[src/rtl/nibble_parity_checker_fifo.sv]
// Show-ahead FIFO: registered pointers/level, head presented combinationally (0 when empty).
module nibble_fifo #(
  parameter int DATA_W = 4,
  parameter int DEPTH  = 4,
  localparam int AW    = $clog2(DEPTH),
  localparam int LW    = AW + 1
) (
  input  logic              clk,
  input  logic              reset,
  input  logic              push,
  input  logic [DATA_W-1:0] push_data,
  input  logic              pop,
  output logic [DATA_W-1:0] pop_data,
  output logic [LW-1:0]     level,
  output logic              full,
  output logic              empty
);
  logic [DATA_W-1:0] mem [DEPTH];
  logic [AW-1:0]     wr_ptr, rd_ptr;
  logic              do_push, do_pop;

  assign full    = (level == LW'(DEPTH));
  assign empty   = (level == '0);
  assign do_push = push && !full;
  assign do_pop  = pop && !empty;
  assign pop_data = empty ? '0 : mem[rd_ptr];

  always_ff @(posedge clk or posedge reset) begin
    if (reset) begin
      wr_ptr <= '0;
      rd_ptr <= '0;
      level  <= '0;
    end else begin
      if (do_push) wr_ptr <= wr_ptr + AW'(1);
      if (do_pop)  rd_ptr <= rd_ptr + AW'(1);
      case ({do_push, do_pop})
        2'b10:   level <= level + LW'(1);
        2'b01:   level <= level - LW'(1);
        default: level <= level;
      endcase
    end
  end

  // Storage needs no reset: reads of unwritten slots are masked by empty.
  always_ff @(posedge clk) begin
    if (do_push) mem[wr_ptr] <= push_data;
  end
endmodule

[config.mk]
export PLATFORM = sky130hd
export DESIGN_NAME = nibble_fifo
export DESIGN_NICKNAME = d
export VERILOG_FILES = /design/src/rtl/nibble_parity_checker_fifo.sv
export SDC_FILE = /design/constraint.sdc
export NUM_CORES = 1
export LEC_CHECK = 0
export CORE_MARGIN = 3
export CORE_UTILIZATION = 51
export CTS_CLUSTER_SIZE = 14
export DETAILED_ROUTE_END_ITERATION = 10
export PLACE_DENSITY_LB_ADDON = 0.3
export SLEW_MARGIN = 10
export SYNTH_ARGS = -nofsm -noshare
export SYNTH_HDL_FRONTEND = slang
export SYNTH_SLANG_ARGS = --single-unit
[constraint.sdc]
create_clock -name clk -period 2.3 [get_ports clk]
set_input_delay 0.46 -clock clk [delete_from_list [all_inputs] [get_ports clk]]
set_output_delay 0.46 -clock clk [all_outputs]
set_load 0.1 [all_outputs]
==> impl_metrics.env <==
export IMPL_diodes=0
export IMPL_status="finished clean"
export IMPL_drt_iter0_drc=13
export IMPL_grt_util_met1=0.2051
export IMPL_fin_crit_sh=0.9310
export IMPL_seq_area_frac_synth=0.6283
export IMPL_place_ws_ps=162.8
export IMPL_hp_class="primary input to asynchronous set/reset pin"
export IMPL_area_growth_syn_to_layout_pct=29.14
export IMPL_cts_hold_buf=0
export IMPL_cts_max_level=1
export IMPL_grt_pass1_wl_mm=2.787
export IMPL_detail_route_antenna_nets=0
export IMPL_use_met3=0.03499
export IMPL_skew_ps=10.84
export IMPL_cts_root_buf="clkbuf_4"
export IMPL_fmax_ghz=0.4670
export IMPL_yosysWarnings=0
export IMPL_drv_slew=0
export IMPL_first_pass_iters=4
export IMPL_grtUsageTotal=0.1556
export IMPL_maxCapViolations=0
export IMPL_crit_fanout=6
export IMPL_cp_end_kind="output pin"
export IMPL_num_vias=539
export IMPL_critPathSlowestCell="mux4_2"
export IMPL_fin_ws_ps=158.7
export IMPL_clk_pin_slew_worst_paths_ps=130
export IMPL_hpwl_mm=1.261
export IMPL_rsz0062_at_grt="no"
export IMPL_worst_ep_arrival_time_ps=1680
export IMPL_numCtsBuffers=3
export IMPL_drc_errors=0
export IMPL_finalHoldViolCount=0
export IMPL_num_fill_cells=123
export IMPL_start_kind="flip-flop"
export IMPL_syn_nets=78
export IMPL_path_cells="mux4_2 > and2_1 > buf_12"
export IMPL_clockBufferDepth=2
export IMPL_cp_slowest_stage_delay_ps=520
export IMPL_grt_pass1_vias=561
export IMPL_grt_overflow_total=0
export IMPL_tightest_slew_ps=293.1
export IMPL_clk_latency_ps=310
export IMPL_syn_avg_cell_area_um2=16.30
export IMPL_drive_above_1_share=0.3571
export IMPL_cts_num_sinks=23
export IMPL_fin_nets=99
export IMPL_place_area_um2=1316
export IMPL_die_width_um=51.24
export IMPL_wirelength_mm=1.632
export IMPL_syn_area_um2=1044
export IMPL_cts_tree="done"
export IMPL_finalInstanceArea_um2=1348
export IMPL_ioPinCount=17
export IMPL_synth_seq_cells=23
export IMPL_port_buffers=16
export IMPL_fin_crit_ps=2141
export IMPL_post_drt_wl_per_cell_um=14.97
export IMPL_grt_util_met2=0.2361
export IMPL_cp_required_ps=1840
export IMPL_busiest_layer="met2"
export IMPL_finalSetupViolCount=0
export IMPL_vias_per_cell=4.945
export IMPL_fin_cells=109
export IMPL_antenna_found_initial=0
export IMPL_postSynthCellCount=64
export IMPL_synth_cell_types=18
export IMPL_dieArea_um2=2625
export IMPL_placed_cells=105
export IMPL_placementRows=15
export IMPL_fp_dieH_um=51.24
export IMPL_start_util=0.5732
export IMPL_slew_headroom=0.8044
export IMPL_path_class="flip-flop to output pin"
export IMPL_gp_congestion=0.8180
export IMPL_grt_max_degree=15
export IMPL_core_area_um2=1821
==> through the flow <==
stage               utilization  TNS (ps)  hold WS (ps)
global placement         0.7230         0         526.3
detailed placement       0.7230         0         541.2
finish                   0.7402         0         366.3
floorplan                     -    -941.9         263.5
CTS                      0.7395         0         367.2
global route             0.7402         0         385.3
==> critical path: cells and delay by family (launching register included) <==
kind,cells,cell delay (ps)
multiplexers,1,520
AND/OR/NAND/NOR,1,200
buffers and inverters,1,170
flip-flops,1,490
==> cell families (layout without fill, tap and decap cells) <==
logic type	count (synthesis)	count (layout)	synth area share
adder cells (fa/ha/maj)	6	6	0.07914
buffers and inverters	9	29	0.03957
XOR/XNOR	6	6	0.05037
AND/OR/NAND/NOR	14	14	0.09592
flip-flops	23	23	0.6283
multiplexers	6	6	0.1067
==> final timing paths <==
path	startpoint	end	slack [ps]	cells past startpoint
worst min-delay path	reset	wr_ptr[0]	370	2
worst min register to register	level[2]	level[2]	560	1
max in group asynchronous	reset	level[1]	1670	2
worst max register to register	level[0]	level[1]	290	6
min in group clk	level[2]	level[2]	560	1
worst max-delay path	rd_ptr[0]	pop_data[0]	160	3
==> repair_timing <==
item	in CTS	in global routing
buffers inserted	0	0
setup endpoints to repair	0	4
gates resized for setup	0	1
==> area by class of cell <==
class	instances	area, um^2	share of cell area
Sequential cell	23	668.1	0.4958
Multi-Input combinational cell	32	367.9	0.2730
Timing Repair Buffer	17	220.2	0.1634
Tap cell	25	31.28	0.02321
Inverter	8	30.03	0.02228
Clock buffer	3	22.52	0.01671
Clock inverter	1	7.507	0.005571
==> registers in the layout (all words and copies together) (netlist names) <==
register  flops
mem          16
wr_ptr        2
level         3
rd_ptr        2
==> cell usage after synthesis <==
cell type  instances  area, um^2
edfxtp_1          16       480.5
and2_1             8       50.05
inv_1              8       30.03
dfrtp_1            7       175.2
ha_1               5       62.56
mux4_2             4       90.09
xnor2_1            3       26.28
xor2_1             3       26.28
and2_4             1       8.760
buf_6              1       11.26
fa_1               1       20.02
mux2_2             1       11.26
mux2i_1            1       10.01
nand3_1            1       5.000
nor2_1             1       3.750
nor2b_2            1       8.760
nor3b_2            1       12.51
or3_4              1       11.26
==> layer usage <==
layer,vias up,share of wire
li1,261,-
met1,265,0.45
met2,9,0.49
met3,4,0.031
met4,0,0.026
met5,-,0
==> placed cells by master, fill, tap and decap left out, types with 3 or more instances in the layout <==
master | Yosys | routed
ha_1 | 5 | 4
edfxtp_1 | 16 | 16
mux4_2 | 4 | 4
inv_1 | 8 | 7
buf_12 | 0 | 6
clkbuf_4 | 0 | 3
xnor2_1 | 3 | 3
dfrtp_4 | 0 | 3
buf_4 | 0 | 4
dfrtp_1 | 7 | 3
xor2_1 | 3 | 3
clkdlybuf4s50_1 | 0 | 7
and2_1 | 8 | 8
Power is left out: the tool's default activity adds up to more than one toggle a clock period on the data nets, which glitch-free logic cannot reach.
==> RTL change 1: new RTL, config.mk and constraints unchanged <==
Set the parameter `DEPTH` to 8 (it was 4).
--- a/src/rtl/nibble_parity_checker_fifo.sv
+++ b/src/rtl/nibble_parity_checker_fifo.sv
@@ -2,5 +2,5 @@
 module nibble_fifo #(
   parameter int DATA_W = 4,
-  parameter int DEPTH  = 4,
+  parameter int DEPTH  = 8,
   localparam int AW    = $clog2(DEPTH),
   localparam int LW    = AW + 1
Interface: changed (resized level); port bits go from 17 to 18. No check against the original RTL was run, so the function may have changed too.
==> RTL change 1 against the original RTL <==
The run now ends with setup timing left; final area rose by 84%; sequential share of layout area decreased by 0.34 points; via count grew 110%; routed wire length rose by 120%; sequential cell count up 19; synthesized area increased by 78%; fmax down 15%; setup slack got worse by 380 ps; first-iteration DRC count grew to 3.6 times the old value; clock skew about the same; critical path type unchanged; critical endpoint is now pop_data[3]; largest cell class unchanged.
Power is not shown: default switching activity piles up to over one toggle a cycle in this logic, so the estimate is an artifact.
==> RTL change 1: results <==
export IMPL_async_reset_ff_share_pct=23.81
export IMPL_fillers=224
export IMPL_synth_edf_count=32
export IMPL_portBuffers=17
export IMPL_crit_start="level[0]"
export IMPL_worstReg2RegStart="level[1]"
export IMPL_postPlaceCellArea_um2=2301
export IMPL_timing_hold_ws_ps=378.3
export IMPL_synthXorXnorAreaFrac_pct=3.302
export IMPL_multi_input_cells=61
export IMPL_tns_ps=-1271
export IMPL_regArea_um2=1221
export IMPL_gp_congestion=0.8576
export IMPL_n_clock_buffer=6
export IMPL_routedWlPerCell_um=17.59
export IMPL_buf_share_pct=15.69
export IMPL_reg_largest_list="mem x32, level x4"
export IMPL_cts_buffers=5
export IMPL_drt_iter0_drc=47
export IMPL_dp_slack_ps=-93.62
export IMPL_worst_r2r_endpoint="level[3]"
export IMPL_path_max_fanout=4
export IMPL_synth_mux_area_share_pct=12.06
export IMPL_max_stage_delay_ps=600
export IMPL_cp_slowest_cell="or4_4"
export IMPL_clock_latency_ps=350
export IMPL_worstSetupEndpoint="pop_data[3]"
export IMPL_fin_nets=167
export IMPL_synth_seq_area_share_pct=65.23
export IMPL_final_setup_viol_count=8
export IMPL_via_per_inst=5.627
export IMPL_synth_top_cells_by_area="edfxtp_1 (52%), dfrtp_1 (13%), mux4_2 (9.7%), ha_1 (3.4%), xnor2_1 (2.8%)"
export IMPL_buffers=38
export IMPL_grt_max_degree=14
export IMPL_netlist_area_um2=1857
export IMPL_synth_seq_cells=42
export IMPL_rrSetupSlack_ps=-200
export IMPL_synth_compound_area_share_pct=4.717
export IMPL_cp_arrival_ps=2060
export IMPL_synth_adder_area_share_pct=3.369
export IMPL_failed_checks="setup timing"
export IMPL_finalWorstSetupSlack_ps=-217.5
export IMPL_finClkSkew_ps=10.85
export IMPL_synthesis_nets=126
export IMPL_outcome="finished with violations"
export IMPL_num_vias=1131
export IMPL_grt_pass1_wl_um=5768
export IMPL_yosysUniqueCellTypes=34
export IMPL_clock_area_share_pct=3.179
export IMPL_nNonClkInverters=6
RTL change 1: cell types whose count changed in the layout (fill, tap and decap cells not counted), moves of 3 or more:
cell / unedited run / this run
buf_6: 0 / 3
edfxtp_1: 16 / 32
xnor2_1: 3 / 6
and2_1: 8 / 0
mux4_2: 4 / 8
a22o_4: 0 / 3
inv_1: 7 / 3
dfrtp_1: 3 / 6
buf_4: 4 / 22
nor2_1: 1 / 7
RTL change 1: critical path: cells and delay by family (launching register included):
kind	cells	cell delay, ps
AND/OR/NAND/NOR	2	790
AO/OA/AOI/OAI	1	250
flip-flops	1	490
buffers and inverters	1	160
RTL change 1: layer usage:
layer	wire length, um	track usage, %
met3	161	5.612
met4	60	6.853
met2	1768	28.75
met1	1546	24.57
met5	0	0
RTL change 1: repair_timing:
item | in CTS | in global routing
endpoints found under the hold margin | 0 | 0
endpoints found under the setup margin | 7 | 8
buffers inserted | 4 | 6
resized for setup | 6 | 5
pin swaps | 4 | 7
cloned | 0 | 0
==> RTL change 2: new RTL, same flow settings <==
Made on the original files. Make the reset (`reset`) synchronous in one clocked block.
--- a/src/rtl/nibble_parity_checker_fifo.sv
+++ b/src/rtl/nibble_parity_checker_fifo.sv
@@ -26,5 +26,5 @@
   assign pop_data = empty ? '0 : mem[rd_ptr];
 
-  always_ff @(posedge clk or posedge reset) begin
+  always_ff @(posedge clk) begin
     if (reset) begin
       wr_ptr <= '0;
Function: differs if reset is asserted again (counterexample within 4 cycles, from zero or initial values and one cycle with reset high); with reset held inactive, the same outputs for 10 cycles.
==> RTL change 2 against the original RTL <==
Setup slack worse by 39 ps; synthesized cell count is 22% higher; synthesized area is 2.6% higher; routed wire length up 8.2%; sequential cell count increased by 2; final area increased by 5.8%; non-clock buffer count increased by 2; highest routed layer unchanged; sequential share of layout area shrank 2.5 points; via count increased by 21%; die area is 2.3% higher.
Power is left out: the tool's default activity adds up to more than one toggle a clock period on the data nets, which glitch-free logic cannot reach.
==> RTL change 2: results <==
export IMPL_synthCells=78
export IMPL_dp_hpwl_um=1411
export IMPL_grt_pass1_vias=645
export IMPL_buffers=19
export IMPL_seq_share_pct=47.11
export IMPL_dr_wl_met2_um=865
export IMPL_multi_input_cells=44
export IMPL_regArea_um2=671.9
export IMPL_buf_share_pct=16.49
export IMPL_fillers=103
export IMPL_finClkSkew_ps=4.851
export IMPL_use_met2_pct=24.90
export IMPL_yosysUniqueCellTypes=19
export IMPL_synthTopCellsByCount="edfxtp_1 (16), dfxtp_1 (9), inv_1 (8)"
export IMPL_grt_pass1_wl_um=3132
export IMPL_outcome="complete, no violations"
export IMPL_use_met3_pct=4.011
export IMPL_timing_hold_ws_ps=516.0
export IMPL_grt_max_degree=14
export IMPL_dp_slack_ps=-29.10
export IMPL_fin_cells=125
export IMPL_grt_met1_usage_pct=22.31
export IMPL_drt_iter0_drc=12
export IMPL_synth_seq_area_share_pct=61.68
export IMPL_track_usage_pct=16.50
export IMPL_synthesis_nets=92
==> RTL change 2: cells by family after synthesis <==
family                   Yosys count  share of synthesized area [%]
AO/OA/AOI/OAI                     10                          4.907
XOR/XNOR                           3                          2.454
adder cells (fa/ha/maj)            6                          7.710
buffers and inverters              9                          3.154
flip-flops                        25                          61.68
multiplexers                       4                          8.412
AND/OR/NAND/NOR                   21                          11.68
==> RTL change 2: critical path: cells and delay by family, from the launching register on <==
| kind | cells | cell delay, ps |
|---|---|---|
| muxes | 1 | 530 |
| and+or+nand+nor | 1 | 180 |
| DFF | 1 | 500 |
| buffers and inverters | 1 | 190 |
==> RTL change 2: path summary, 6_finish.rpt <==
| check | startpoint | depth (start not counted) | endpoint |
|---|---|---|---|
| setup reg to reg | level[1] | 9 | level[2] |
| setup / recovery | flop | 3 | pop_data[0] |
| hold reg to reg | rd_ptr[1] | 2 | flop |
| hold / removal | rd_ptr[1] | 2 | flop |
